===== config.mk =====
export PLATFORM = sky130hd
export DESIGN_NAME = pwm_multi_channel
export DESIGN_NICKNAME = d
export VERILOG_FILES = /design/src/rtl/pwm_multi_channel.sv
export SDC_FILE = /design/constraint.sdc
export NUM_CORES = 1
export LEC_CHECK = 0
export ABC_AREA = 1
export CAP_MARGIN = 20
export CELL_PAD_IN_SITES_DETAIL_PLACEMENT = 1
export CELL_PAD_IN_SITES_GLOBAL_PLACEMENT = 1
export CORE_UTILIZATION = 51
export DETAILED_ROUTE_END_ITERATION = 7
export HOLD_SLACK_MARGIN = 0.05
export PLACE_DENSITY = 0.83
export SLEW_MARGIN = 40
export SYNTH_ARGS = -nofsm -noshare
export SYNTH_HDL_FRONTEND = slang
export SYNTH_SLANG_ARGS = --single-unit

===== constraint.sdc =====
create_clock -name wb_clk_i -period 6.9 [get_ports wb_clk_i]
set_input_delay 2.07 -clock wb_clk_i [delete_from_list [all_inputs] [get_ports wb_clk_i]]
set_output_delay 2.07 -clock wb_clk_i [all_outputs]
set_load 0.01 [all_outputs]

===== src/rtl/pwm_multi_channel.sv =====
// pwm_multi_channel
//   Multi-channel PWM core. One shared counter (edge- or center-aligned) is
//   compared against a per-channel duty value. The counter is paced by a
//   programmable prescaler. PERIOD, DUTY and MODE are double-buffered: the
//   shadow copies are written over the config bus, and the active copies
//   load at each period boundary, or continuously while disabled.
//
// Ports
//   wb_clk_i      system clock
//   wb_rst_ni     asynchronous reset, active low
//   cfg_we_i      one-cycle register write strobe
//   cfg_addr_i    register address (0 CTRL, 1 CHEN, 2 PERIOD, 3+k DUTY[k])
//   cfg_wdata_i   write data
//   cfg_rdata_o   combinational readback of the addressed shadow register
//   pwm_o         registered PWM outputs
//   pwm_oeb_o     registered pad output-enable-bar (0 = driving)
//   period_irq_o  one-cycle pulse per period boundary
module pwm_multi_channel #(
  parameter int NCH     = 15,
  parameter int WIDTH   = 16,
  parameter int PRESC_W = 8
) (
  input  logic               wb_clk_i,
  input  logic               wb_rst_ni,
  input  logic               cfg_we_i,
  input  logic [4:0]         cfg_addr_i,
  input  logic [31:0]        cfg_wdata_i,
  output logic [31:0]        cfg_rdata_o,
  output logic [NCH-1:0]     pwm_o,
  output logic [NCH-1:0]     pwm_oeb_o,
  output logic               period_irq_o
);

  typedef enum logic {DIR_UP = 1'b0, DIR_DOWN = 1'b1} dir_e;

  logic               en;
  logic               mode;
  logic [PRESC_W-1:0] presc;
  logic [NCH-1:0]     chen;
  logic [WIDTH-1:0]   period_sh;
  logic [WIDTH-1:0]   duty_sh  [NCH];

  logic               mode_act;
  logic [WIDTH-1:0]   period_act;
  logic [WIDTH-1:0]   duty_act [NCH];

  logic [PRESC_W-1:0] pcnt;
  logic [WIDTH-1:0]   cnt_q, cnt_d;
  dir_e               dir_q, dir_d;

  logic wr_ctrl, wr_chen, wr_period;
  logic tick, boundary, load_act;
  logic unused_wdata;

  assign wr_ctrl   = cfg_we_i && (cfg_addr_i == 5'd0);
  assign wr_chen   = cfg_we_i && (cfg_addr_i == 5'd1);
  assign wr_period = cfg_we_i && (cfg_addr_i == 5'd2);
  assign unused_wdata = &{1'b0, cfg_wdata_i};

  assign tick = en && (pcnt == presc);

  // A zero period collapses the count to a single value, so every tick ends a period.
  assign boundary = tick && ((period_act == '0) ||
                             (mode_act ? (dir_q == DIR_DOWN && cnt_q == '0)
                                       : (cnt_q == period_act)));

  assign load_act = !en || boundary;

  // Shadow configuration registers
  always_ff @(posedge wb_clk_i or negedge wb_rst_ni) begin
    if (!wb_rst_ni) begin
      en        <= 1'b0;
      mode      <= 1'b0;
      presc     <= '0;
      chen      <= '0;
      period_sh <= '0;
      for (int k = 0; k < NCH; k++) duty_sh[k] <= '0;
    end else begin
      if (wr_ctrl) begin
        en    <= cfg_wdata_i[0];
        mode  <= cfg_wdata_i[1];
        presc <= cfg_wdata_i[PRESC_W+7:8];
      end
      if (wr_chen)   chen      <= cfg_wdata_i[NCH-1:0];
      if (wr_period) period_sh <= cfg_wdata_i[WIDTH-1:0];
      for (int k = 0; k < NCH; k++)
        if (cfg_we_i && cfg_addr_i == 5'(k + 3)) duty_sh[k] <= cfg_wdata_i[WIDTH-1:0];
    end
  end

  // Active copies sample the shadows before this cycle's writes land, so a
  // write coinciding with a boundary waits for the following boundary.
  always_ff @(posedge wb_clk_i or negedge wb_rst_ni) begin
    if (!wb_rst_ni) begin
      mode_act   <= 1'b0;
      period_act <= '0;
      for (int k = 0; k < NCH; k++) duty_act[k] <= '0;
    end else if (load_act) begin
      mode_act   <= mode;
      period_act <= period_sh;
      for (int k = 0; k < NCH; k++) duty_act[k] <= duty_sh[k];
    end
  end

  // Prescaler; a PRESC rewrite that lands at or below the running count
  // restarts it without generating a tick.
  always_ff @(posedge wb_clk_i or negedge wb_rst_ni) begin
    if (!wb_rst_ni)                                         pcnt <= '0;
    else if (!en || tick)                                   pcnt <= '0;
    else if (wr_ctrl && pcnt >= cfg_wdata_i[PRESC_W+7:8])   pcnt <= '0;
    else                                                    pcnt <= pcnt + 1'b1;
  end

  always_ff @(posedge wb_clk_i or negedge wb_rst_ni) begin
    if (!wb_rst_ni) begin
      cnt_q <= '0;
      dir_q <= DIR_UP;
    end else begin
      cnt_q <= cnt_d;
      dir_q <= dir_d;
    end
  end

  // Counter next state. At a boundary the new mode/period apply: a mode
  // change or an edge-aligned or zero period restarts at 0; otherwise a
  // center-aligned count has just emitted 0 and continues upward from 1.
  always_comb begin
    cnt_d = cnt_q;
    dir_d = dir_q;
    if (!en) begin
      cnt_d = '0;
      dir_d = DIR_UP;
    end else if (tick) begin
      if (boundary) begin
        dir_d = DIR_UP;
        if (mode != mode_act || !mode || period_sh == '0) cnt_d = '0;
        else                                             cnt_d = {{(WIDTH-1){1'b0}}, 1'b1};
      end else if (!mode_act) begin
        cnt_d = cnt_q + 1'b1;
      end else if (dir_q == DIR_UP) begin
        if (cnt_q == period_act) begin
          cnt_d = cnt_q - 1'b1;
          dir_d = DIR_DOWN;
        end else begin
          cnt_d = cnt_q + 1'b1;
        end
      end else begin
        cnt_d = cnt_q - 1'b1;
      end
    end
  end

  always_ff @(posedge wb_clk_i or negedge wb_rst_ni) begin
    if (!wb_rst_ni) begin
      pwm_o        <= '0;
      pwm_oeb_o    <= '1;
      period_irq_o <= 1'b0;
    end else begin
      for (int k = 0; k < NCH; k++) pwm_o[k] <= en && chen[k] && (cnt_q < duty_act[k]);
      pwm_oeb_o    <= ~chen;
      period_irq_o <= boundary;
    end
  end

  always_comb begin
    cfg_rdata_o = '0;
    if (cfg_addr_i == 5'd0) begin
      cfg_rdata_o[0]           = en;
      cfg_rdata_o[1]           = mode;
      cfg_rdata_o[PRESC_W+7:8] = presc;
    end else if (cfg_addr_i == 5'd1) begin
      cfg_rdata_o[NCH-1:0] = chen;
    end else if (cfg_addr_i == 5'd2) begin
      cfg_rdata_o[WIDTH-1:0] = period_sh;
    end
    for (int k = 0; k < NCH; k++)
      if (cfg_addr_i == 5'(k + 3)) cfg_rdata_o[WIDTH-1:0] = duty_sh[k];
  end

endmodule


==> impl_metrics.yaml <==
clock_tree:
  clockRootBuffer: "clkbuf_16"
  tritoncts: "built"
  clock_latency_ps: 620
  numCtsBuffers: 67
  cts_num_sinks: 594
  clockBufferDepth: 3
  cts-htree-levels: 3
  path_clk_slew_ps: 60
  cts_hold_buf: 0
synthesis:
  synth_cells: 3589
  synth_largest_area_cell: "dfrtp_1"
  synth_area_um2: 30570
  avgSynthCellArea_um2: 8.519
  yosysMostFrequentCell: "nand2_1"
  synth_flop_cell: "dfrtp_1"
  yosysTopAreaCellShare: 0.4739
  synth.area.top_cells: "dfrtp_1, nand2_1, ha_1, o21ai_0, inv_1"
  synth_warnings: 0
  ys_types: 52
  synth_seq_area_share: 0.4868
  netlist_top_cells_count: "nand2_1, dfrtp_1, inv_1"
  ys_ff_latch: 594
  synth-edff-count: 0
  async_flop_share: 1.000
critical_path:
  crit_path_end_kind: "primary output"
  critPathKind: "in2out"
  critPathArrivalTime_ps: 4840
  cp_max_fo: 6
  cp_data_required_time_ps: 4830
  reg2reg_depth: 14
  r2r_start: "cnt_q[0]$_DFFE_PN0N_"
  r2r_end: "duty_act[91]$_DFFE_PN0P_"
  startpoint_type: "input port"
  crit_start: "cfg_addr_i[0]"
  reg2reg_slack_ps: 2500
finish:
  nFillCells: 6910
  drive_above_1_share: 0.1037
  stdcell_count: 4505
  multi_input_area_um2: 13370
  area_growth_pct: 13.69
  seqCellArea_um2: 14880
  nNetsFinal: 3958
  stdcell_area_um2: 34760
floorplanning:
  die_w_um: 246.8
  initial_core_util: 0.5170
  core_um2: 59130
  io_pins: 103
  rows: 89
  die-area_um2: 60930
  die_y_um: 246.8
run_status:
  status: "finished with violations"
  violations: "DRC, setup timing"
power:
  switchingPower_mw: 3.672
  leakagePower_nw: 16.87
  comb_power_share: 0.228
  vdd_drop_max_mv: 0.1878
  power_frac_seq: 0.432
  p_sw_frac: 0.3377
  power_density_nw_per_um2: 312.8
  p_int_mw: 7.201
  power.share.clock: 0.340
sta:
  whs_ps: 490.5
  slew_viol_final: 0
  setup_viol: 1
  skew_ps: 29.79
  hold_violations: 0
  period_needed_ps: 6908
  rsz0062_at_grt: "true"
  layout_setup_ws_ps: -8.481
  tns_ps: -8.481
  fmax_ghz: 0.1448
  tightest_slew_ps: 880.0
  period_share: 1.001
  slew_headroom: 0.4133
global_route:
  grt_first_pass_wirelength_mm: 172.0
  grt_pass1_vias: 29132
  antenna_found_initial: 5
  grt_max_degree: 154
  grt-ovfl-total: 0
  grt_usage: 0.3752
placed_design:
  gp_congestion: 0.9558
  portBuffers: 70
  placedCellCount: 4383
  placed_area_um2: 32300
  hpwl_mm: 71.30
min_path:
  hold_end: "pwm_oeb_o[4]$_DFF_PN1_"
  hold_depth: 1
  hp-start: "chen[4]$_DFFE_PN0P_"
  hp-class: "reg2reg"
drt:
  vias: 27176
  dr.first_iter.drc_count: 2636
  avgViaCountPerCell: 6.032
  wirelength_mm: 112.4
  postRouteAntennaNets: 0
  wl_per_cell_um: 24.95
  route.detailed.drc: 12
  dr.pass1.iters: 7
flow_run:
  maxCapViolCount: 0
==> worst max path at each step <==
| stage | end | slack (ps) | depth (start not counted) |
|---|---|---|---|
| 2_1_floorplan | cfg_rdata_o[6] | 1340 | 10 |
| 3_3_place_gp | cfg_rdata_o[5] | -540 | 15 |
| 3_5_place_dp | cfg_rdata_o[5] | -600 | 15 |
| 4_1_cts | cfg_rdata_o[11] | 4 | 17 |
| 5_1_grt | cfg_rdata_o[12] | -20 | 16 |
| 6_report | cfg_rdata_o[13] | -8 | 16 |
==> state kept, by name (all words and copies together) (netlist names) <==
register      flops
duty_act        240
duty_sh         240
cnt_q            16
period_act       16
period_sh        16
chen             15
pwm_o            15
pwm_oeb_o        15
pcnt              8
presc             8
dir_q             1
en                1
mode              1
mode_act          1
period_irq_o      1
==> worst max-delay path, stage by stage <==
cell	delay, ps
dlygate4sd2_1	250
buf_6	150
nand3_4	100
nor2_2	60
buf_6	130
nand2_1	50
nand3_1	100
nor2_2	130
nand4_1	310
nand2_1	220
nand4_1	260
nor2_1	190
nand4_1	270
nand2_1	180
nand3_1	110
clkdlybuf4s15_1	250
==> power groups by stage <==
stage / registers, mW / logic (mW) / clock network, mW
after global routing: 4.76 / 2.74 / 3.84
after floorplan: 4.56 / 1.61 / 0
after global placement: 4.68 / 2.14 / 0
final: 4.70 / 2.48 / 3.70
after detailed placement: 4.72 / 2.34 / 0
after CTS: 4.69 / 2.44 / 3.70
==> per-layer routing <==
layer,up-vias,part of all wire,track usage
met1,13763,0.40,0.4823
met4,2,0.059,0.2188
met3,339,0.072,0.05991
met2,1138,0.47,0.6007
met5,-,0.00012,0
li1,11934,-,-
==> logic make-up after synthesis <==
group,synth area share
and+or+nand+nor,0.1925
adders and majority gates,0.09658
AOI/OAI and AO/OA,0.1323
DFF,0.4868
other,0.0001227
buffers and inverters,0.08341
xor gates and xnor gates,0.008308
==> layout by cell type, fill, tap and decap left out, types with 20 or more instances in the layout <==
master           instances
nor2_2                  22
o21ai_2                 20
clkbuf_16               71
o21ai_0                324
ha_1                   236
clkdlybuf4s50_1         48
dfrtp_1                578
nand2_1                939
nor3_1                  33
o21ai_1                219
nor2_1                 130
nand2_2                 48
inv_1                  365
nand4_1                 99
buf_4                  100
nand3_1                 91
a21oi_1                132
==> through the flow <==
stage | setup slack [ps] | utilization | power [mW]
after floorplan | 1344 | - | 6.176
after global placement | -538.0 | 0.5458 | 6.816
after detailed placement | -601.8 | 0.5462 | 7.063
after CTS | 3.862 | 0.5860 | 10.83
after global routing | -18.90 | 0.5878 | 11.34
final | -8.481 | 0.5878 | 10.87
==> cell type report <==
type	instances	share of cell area
clock inverters	16	0.004860
inverters	388	0.04197
repair buffers	191	0.05306
multi-input cells	2440	0.3846
flip-flops and latches	594	0.4282
well taps	773	0.02783
clock buffers	102	0.05936
diodes	1	0.00007200
==> timing repair <==
item,CTS,global route
cloned,0,0
setup buffers,0,0
pin swaps,52,27
endpoints found under the setup margin,16,14
resized for setup,72,8
Note: power is estimated with default switching activity, not from simulation.
